--- src/rtl/pdm_mic_capture_if.sv ---
// Sample stream interface: an 8-bit unsigned sample with a valid/ready handshake.
interface pdm_mic_capture_if;
    logic [7:0] sample;
    logic       sample_valid;
    logic       sample_ready;

    modport master (output sample, output sample_valid, input sample_ready);
    modport slave  (input sample, input sample_valid, output sample_ready);
endinterface

--- src/rtl/pdm_mic_capture.sv ---
// PDM microphone capture: generates M_CLK, samples the 1-bit stream once per
// M_CLK period and decimates it by ones-counting into 8-bit unsigned samples.
module pdm_mic_capture #(
    parameter int CLK_DIV = 50,   // clk cycles per M_CLK half-period, 1..255
    parameter int DECIM   = 128,  // PDM bits per output sample, power of two 2..256
    parameter bit LR_SEL  = 1'b0  // channel select; also picks the sample phase
) (
    input  logic                       clk,
    input  logic                       rst_n,
    input  logic                       en,
    input  logic                       M_DATA,
    output logic                       M_CLK,
    output logic                       M_LRSEL,
    output logic                       overrun,
    pdm_mic_capture_if.master          sample_if
);

    localparam int SCALE = 256 / DECIM;

    logic [7:0] div_cnt_reg;
    logic       m_clk_reg;
    logic       sync1_reg, sync2_reg;
    logic [8:0] acc_reg;
    logic [8:0] bit_cnt_reg;
    logic [7:0] sample_reg;
    logic       sample_valid_reg;
    logic       overrun_reg;

    logic        div_wrap;
    logic        sample_event;
    logic        last_bit;
    logic        load;
    logic [8:0]  total;
    logic [16:0] scaled;
    logic [7:0]  result;

    assign div_wrap = (div_cnt_reg == 8'(CLK_DIV - 1));
    // LR_SEL=0 samples at the end of the high phase, LR_SEL=1 at the end of the low phase.
    assign sample_event = en && div_wrap && (m_clk_reg == ~LR_SEL);
    assign last_bit     = (bit_cnt_reg == 9'(DECIM - 1));
    assign load         = sample_event && last_bit;

    // Window total includes the bit arriving on the final event; all-ones saturates to 255.
    assign total  = acc_reg + {8'd0, sync2_reg};
    assign scaled = 17'(total) * 17'(SCALE);
    assign result = (scaled > 17'd255) ? 8'hFF : scaled[7:0];

    // Two-flop synchroniser for the asynchronous PDM data line.
    always_ff @(posedge clk or negedge rst_n) begin
        if (!rst_n) begin
            sync1_reg <= 1'b0;
            sync2_reg <= 1'b0;
        end else begin
            sync1_reg <= M_DATA;
            sync2_reg <= sync1_reg;
        end
    end

    // Clock divider: M_CLK toggles every CLK_DIV cycles, held low while disabled.
    always_ff @(posedge clk or negedge rst_n) begin
        if (!rst_n) begin
            div_cnt_reg <= 8'd0;
            m_clk_reg   <= 1'b0;
        end else if (!en) begin
            div_cnt_reg <= 8'd0;
            m_clk_reg   <= 1'b0;
        end else if (div_wrap) begin
            div_cnt_reg <= 8'd0;
            m_clk_reg   <= ~m_clk_reg;
        end else begin
            div_cnt_reg <= div_cnt_reg + 8'd1;
        end
    end

    // Ones-counting accumulator; restarts each window and whenever capture is disabled.
    always_ff @(posedge clk or negedge rst_n) begin
        if (!rst_n) begin
            acc_reg     <= 9'd0;
            bit_cnt_reg <= 9'd0;
        end else if (!en) begin
            acc_reg     <= 9'd0;
            bit_cnt_reg <= 9'd0;
        end else if (sample_event) begin
            if (last_bit) begin
                acc_reg     <= 9'd0;
                bit_cnt_reg <= 9'd0;
            end else begin
                acc_reg     <= total;
                bit_cnt_reg <= bit_cnt_reg + 9'd1;
            end
        end
    end

    // Output register and handshake; a load always wins, overwriting unconsumed data flags overrun.
    always_ff @(posedge clk or negedge rst_n) begin
        if (!rst_n) begin
            sample_reg       <= 8'd0;
            sample_valid_reg <= 1'b0;
            overrun_reg      <= 1'b0;
        end else begin
            if (load) begin
                sample_reg       <= result;
                sample_valid_reg <= 1'b1;
                if (sample_valid_reg && !sample_if.sample_ready)
                    overrun_reg <= 1'b1;
            end else if (sample_valid_reg && sample_if.sample_ready) begin
                sample_valid_reg <= 1'b0;
            end
            // Disabling capture clears the sticky flag but keeps any pending sample.
            if (!en)
                overrun_reg <= 1'b0;
        end
    end

    assign M_CLK                  = m_clk_reg;
    assign M_LRSEL                = LR_SEL;
    assign overrun                = overrun_reg;
    assign sample_if.sample       = sample_reg;
    assign sample_if.sample_valid = sample_valid_reg;

endmodule

--- src/flat_wrapper.sv ---
// flat-port wrapper written by rule: the top's interface ports become plain ports
module pdm_mic_capture_flat 
#(
    parameter int CLK_DIV = 50,                                              
    parameter int DECIM   = 128,                                                    
    parameter bit LR_SEL  = 1'b0                                                
)
  (clk, rst_n, en, M_DATA, M_CLK, M_LRSEL, overrun, sample_if_sample, sample_if_sample_valid, sample_if_sample_ready);
  pdm_mic_capture_if sample_if_i ();
  input  logic clk;
  input  logic rst_n;
  input  logic en;
  input  logic M_DATA;
  output logic M_CLK;
  output logic M_LRSEL;
  output logic overrun;
  output wire logic [$bits(sample_if_i.sample)-1:0] sample_if_sample;
  output wire logic [$bits(sample_if_i.sample_valid)-1:0] sample_if_sample_valid;
  input wire logic [$bits(sample_if_i.sample_ready)-1:0] sample_if_sample_ready;
  assign sample_if_sample = sample_if_i.sample;
  assign sample_if_sample_valid = sample_if_i.sample_valid;
  assign sample_if_i.sample_ready = sample_if_sample_ready;
  pdm_mic_capture #(.CLK_DIV(CLK_DIV), .DECIM(DECIM), .LR_SEL(LR_SEL)) u_core (.clk(clk), .rst_n(rst_n), .en(en), .M_DATA(M_DATA), .M_CLK(M_CLK), .M_LRSEL(M_LRSEL), .overrun(overrun), .sample_if(sample_if_i));
endmodule
--- config.mk ---
export PLATFORM = sky130hd
export DESIGN_NAME = pdm_mic_capture_flat
export DESIGN_NICKNAME = d
export VERILOG_FILES = /design/src/rtl/pdm_mic_capture_if.sv /design/src/rtl/pdm_mic_capture.sv /design/src/flat_wrapper.sv
export SDC_FILE = /design/constraint.sdc
export NUM_CORES = 1
export LEC_CHECK = 0
export CELL_PAD_IN_SITES_DETAIL_PLACEMENT = 1
export CELL_PAD_IN_SITES_GLOBAL_PLACEMENT = 1
export CORE_UTILIZATION = 40
export CTS_BUF_LIST = sky130_fd_sc_hd__clkbuf_4 sky130_fd_sc_hd__clkbuf_8
export CTS_CLUSTER_SIZE = 12
export DETAILED_ROUTE_END_ITERATION = 10
export HOLD_SLACK_MARGIN = 0.15
export MAX_ROUTING_LAYER = met4
export PLACE_DENSITY = 0.83
export SKIP_LAST_GASP = 1
export SLEW_MARGIN = 10
export SYNTH_ARGS = -nofsm -noshare
export SYNTH_HDL_FRONTEND = slang
export SYNTH_SLANG_ARGS = --single-unit
--- constraint.sdc ---
create_clock -name clk -period 1.85 [get_ports clk]
set_input_delay 0.185 -clock clk [delete_from_list [all_inputs] [get_ports clk]]
set_output_delay 0.185 -clock clk [all_outputs]
set_load 0.1 [all_outputs]
# Word-level counts from Yosys, hierarchy flattened
# Cells that the tools add are included.
# word_totals
elab_cells	44
register_bits	39
out_inout_bits	12
# classes
n_lt_le_gt_ge	1
mux	16
n_eq_ne	6
addsub	3
n_reduce_logical	8
bitwise_logic	1
# op_table
cell	count
2-to-1 mux 9 bit	6
2-to-1 mux 8 bit	3
> comparator 10 x 8 -> 1 bit, second input constant	1
adder 9 x 1 -> 9 bit	1
adder 9 x 1 -> 9 bit, second input constant	1
== test 9 x 7 -> 1 bit, second input constant	1
adder 8 x 1 -> 8 bit, second input constant	1
== test 8 x 6 -> 1 bit, second input constant	1
inequality test 2 x 1 -> 1 bit, second input constant	4
2-to-1 mux 1 bit	7
logical AND 1 bit	5
AND reduction 2 bit	1
nonzero test 2 bit	1
logical NOT 1 bit	1
inverter 1 bit	1

# Depth between registers and ports, before layout
# logic_depth
depth_word	6
ltp_mapped	8
ltp_nobuf	7

# Worst setup path before layout
# OpenSTA, ideal clock, no wires.
# synth_timing
path_type	reg-to-reg
startpoint	reg u_core.m_clk_reg (netlist: u_core.M_CLK)
endpoint	reg u_core.sample_reg[5] (netlist: u_core.sample_if.sample[5])
arrival_time_ns	1.756
stages_incl_launch_ff	6
t_required_ns	1.692
setup_slack_ns	-0.064
path_cell_list	dfrtp_1 and3_4 buf_2 nand3_1 nor2_1 a21oi_1
# synth_via
elab_chain_cells	2
# synth_rtl
element	line	source
from (decl)	pdm_mic_capture.sv:21	logic m_clk_reg;
from (signal assigned)	pdm_mic_capture.sv:69	m_clk_reg <= ~m_clk_reg;
logical AND 1 bit	pdm_mic_capture.sv:39	assign sample_event = en && div_wrap && (m_clk_reg == ~LR_SEL);
logical AND 1 bit	pdm_mic_capture.sv:41	assign load = sample_event && last_bit;
to (signal assigned)	pdm_mic_capture.sv:102	sample_reg <= result;
to (decl)	pdm_mic_capture.sv:25	logic [7:0] sample_reg;
# Every way passes these cells.
# A chain may end at the register's enable or synchronous reset.

# Worst setup path after layout
# layout_timing
startpoint	reg u_core.bit_cnt_reg[0]
endpoint	reg u_core.sample_reg[1] (netlist: u_core.sample_if.sample[1])
# layout_via
elab_chain_cells	2
# layout_rtl
element	line	source
from (decl)	pdm_mic_capture.sv:24	logic [8:0] bit_cnt_reg;
from (signal assigned)	pdm_mic_capture.sv:89	bit_cnt_reg <= bit_cnt_reg + 9'd1;
== test 9 x 7 -> 1 bit	pdm_mic_capture.sv:40	assign last_bit = (bit_cnt_reg == 9'(DECIM - 1));
logical AND 1 bit	pdm_mic_capture.sv:41	
# Every way passes these cells.

==> impl_metrics.json <==
{
  "avgSynthCellArea_um2": 9.91,
  "hold_violations": 0,
  "hp-class": "input port to register",
  "dp_hpwl_um": 3150,
  "slowest_stage": "dfrtp_1",
  "cts-root-buf": "clkbuf_8",
  "finalMaxSlewViolations": 0,
  "syn_area_mm2": 0.00197,
  "rows": 25,
  "ant_nets": 0,
  "firstDrtPassIters": 4,
  "numCtsBuffers": 5,
  "p_int_mw": 1.15,
  "setup_viol": 0,
  "pwr-share-clk_pct": 37.8,
  "pin_count": 17,
  "finalNetCount": 251,
  "die_y_um": 72.2,
  "ys_seq_area_share_pct": 49.5,
  "fp.dieArea_mm2": 0.00521,
  "design.core.area_mm2": 0.00472,
  "die_w_um": 72.2,
  "synthesis.nets": 209,
  "drc_errors": 0,
  "combPwrFrac_pct": 5.2,
  "grt.overflow.total": 0,
  "outcome": "finished clean",
  "clk_path_buf_depth": 2,
  "track_usage_pct": 20.0,
  "path_cells": "ha_2 -> nand2_2 -> nor4_4 -> buf_12 -> buf_4 -> nand3_1 -> nor2_1 -> a21oi_1",
  "viasPerCell": 5.06,
  "via_count": 1564,
  "start_util_pct": 41.7,
  "avgRoutedWirePerCell_um": 15.4,
  "path_delay_family": "simple AND/OR/NAND/NOR gates",
  "worst_slack_ns": 0.0891,
  "synthTopCellsByArea": "dfrtp_1, nor2_1, nand2_1",
  "max_cap_violations": 0,
  "switching_share_pct": 24.3,
  "path_buf_inv": 2,
  "arrival_ns": 1.93,
  "p_leak_nw": 1.09,
  "power_switching_uw": 370,
  "finalCritPeriodShare_pct": 95.2,
  "setup_tns_ns": 0,
  "area_growth_pct": 27.1,
  "ys_seq_elements": 39,
  "async_reset_ff_share_pct": 100,
  "cts_tree": "built",
  "antenna_found_initial": 0,
  "syn_inst": 199,
  "yosysTopAreaCell": "dfrtp_1",
  "gp_congestion": 0.785,
  "grt_max_degree": 34,
  "ys.warnings.count": 0,
  "total_power_mw": 1.52,
  "crit_path_end_kind": "register",
  "synth-edff-count": 0,
  "ys.flop_type": "dfrtp_1",
  "ir_drop_mv": 0.391,
  "htreeDepth": 2,
  "criticalPathCategory": "register to register",
  "required_ns": 2.02,
  "period_needed_ns": 1.76,
  "drtIter0Drc": 60,
  "p_seq_share_pct": 57.0,
  "grt_pass1_wl_um": 7660,
  "wl_met3_um": 144,
  "antenna_cells": 0,
  "clkTransAtPathRegs_ns": 0.08,
  "slew-limit-headroom_pct": 49.1,
  "cts.sinks": 39,
  "drive_above_1_share_pct": 26.9,
  "fmax_mhz": 568,
  "clock_skew_ns": 0.00756,
  "wirelength_um": 4770,
  "routed.top_layer": "met4",
  "cp-start-kind": "register",
  "wl_met2_um": 2350,
  "dpl_worst_slack_ns": -0.121,
  "ys_types": 37,
  "fin_hold_ws_ns": 0.324,
  "port_buffers": 15,
  "clk_latency_ns": 0.29,
  "p_per_area_mw_per_mm2": 607,
  "critPathMaxFanout": 8,
  "grt_pass1_vias": 1589,
  "slowest_delay_ns": 0.40,
  "synth_top_area_share_pct": 49.5,
  "drt-met1-wl_um": 2210,
  "worst_pin_slew_ns": 0.764
}
-- cell families (layout without fill, tap and decap cells) --
| family | after synthesis | count (layout) | share of synthesized area (%) |
|---|---|---|---|
| and+or+nand+nor | 97 | 97 | 27.2 |
| DFF | 39 | 39 | 49.5 |
| other | 1 | 1 | 0.190 |
| adders and majority gates | 5 | 5 | 3.17 |
| AOI/OAI and AO/OA | 31 | 31 | 9.96 |
| xor gates and xnor gates | 16 | 16 | 7.11 |
| muxes | 1 | 1 | 0.508 |
| buffers and inverters | 9 | 52 | 2.41 |
-- final timing paths --
path | startpoint | end | slack [ns] | cells past startpoint
worst max-delay path | u_core.bit_cnt_reg[0]$_DFFE_PN0P_ | u_core.sample_if.sample[1]$_DFFE_PN0P_ | 0.09 | 8
worst min register to register | u_core.sync1_reg$_DFF_PN0_ | u_core.sync2_reg$_DFF_PN0_ | 0.35 | 0
worst min-delay path | M_DATA | u_core.sync1_reg$_DFF_PN0_ | 0.32 | 1
worst max register to register | u_core.bit_cnt_reg[0]$_DFFE_PN0P_ | u_core.sample_if.sample[1]$_DFFE_PN0P_ | 0.09 | 8
max in group asynchronous | rst_n | u_core.sample_if.sample[5]$_DFFE_PN0P_ | 0.73 | 3
min in group asynchronous | rst_n | u_core.bit_cnt_reg[8]$_DFFE_PN0P_ | 0.50 | 2
-- routing by layer --
layer | vias to the layer above | GRT usage [%]
li1 | 760 | -
met1 | 774 | 25.2
met2 | 25 | 32.0
met3 | 5 | 4.03
met4 | 0 | 6.97
met5 | - | -
-- Yosys cell counts (2+ instances only) --
cell type  count
xnor2_1        9
buf_2          2
clkbuf_1       2
and2_1         6
nor2_1        26
ha_1           5
nor2b_1        6
a21oi_1        3
xor2_1         7
nand3_1       11
or3_1          2
and3_1         3
nand2_1       23
o21ai_0       10
buf_4          3
a22oi_1        3
nor3_1         2
inv_1          2
dfrtp_1       39
nand3b_1       6
a21boi_0       7
a31oi_1        4
a21boi_1       2
nor4_4         2
nor3_2         2
-- power groups by stage --
stage | Combinational, mW | Sequential [mW] | Clock, mW
2_1_floorplan | 0.0325 | 0.882 | 0
3_3_place_gp | 0.0662 | 0.884 | 0
3_5_place_dp | 0.0688 | 0.884 | 0
4_1_cts | 0.0707 | 0.867 | 0.600
5_1_grt | 0.0887 | 0.868 | 0.626
6_report | 0.0789 | 0.867 | 0.576
-- layout make-up --
type	instances	area (um^2)
Fill cell	528	2220
Multi-Input combinational cell	151	1010
Sequential cell	39	978
Timing Repair Buffer	42	339
Tap cell	67	83.8
Clock buffer	5	68.8
Clock inverter	3	20.0
Inverter	2	7.51
-- per-stage QoR --
step | util, % | instances | area [um^2]
global route | 53.1 | 309 | 2510
floorplan | - | 199 | 1970
CTS | 50.3 | 299 | 2380
global placement | 47.5 | 287 | 2240
finish | 53.1 | 309 | 2510
detailed placement | 47.5 | 287 | 2240
-- worst register-to-register path, delay by kind of cell (launching register included) --
family,cells,cell delay (ns)
AOI/OAI and AO/OA,1,0.08
adders and majority gates,1,0.22
buffers and inverters,2,0.29
DFF,1,0.40
and+or+nand+nor,4,0.64
-- repair_timing --
action	CTS	global route
hold endpoints to repair	32	0
buffers inserted	3	10
setup endpoints to repair	9	23
pin swaps	1	4
resized for setup	2	12
hold buffers	1	0
-- layout by cell type, fill, tap and decap left out, drive strengths merged, types with 5 or more instances in the layout --
cell    instances
a21boi          9
and2            6
buf            38
clkbuf          5
dfrtp          39
ha              5
nand2          23
nand3          11
nand3b          6
nor2           26
nor2b           6
o21ai          10
xnor2           9
xor2            7
Power figures use the tool's default switching activity.
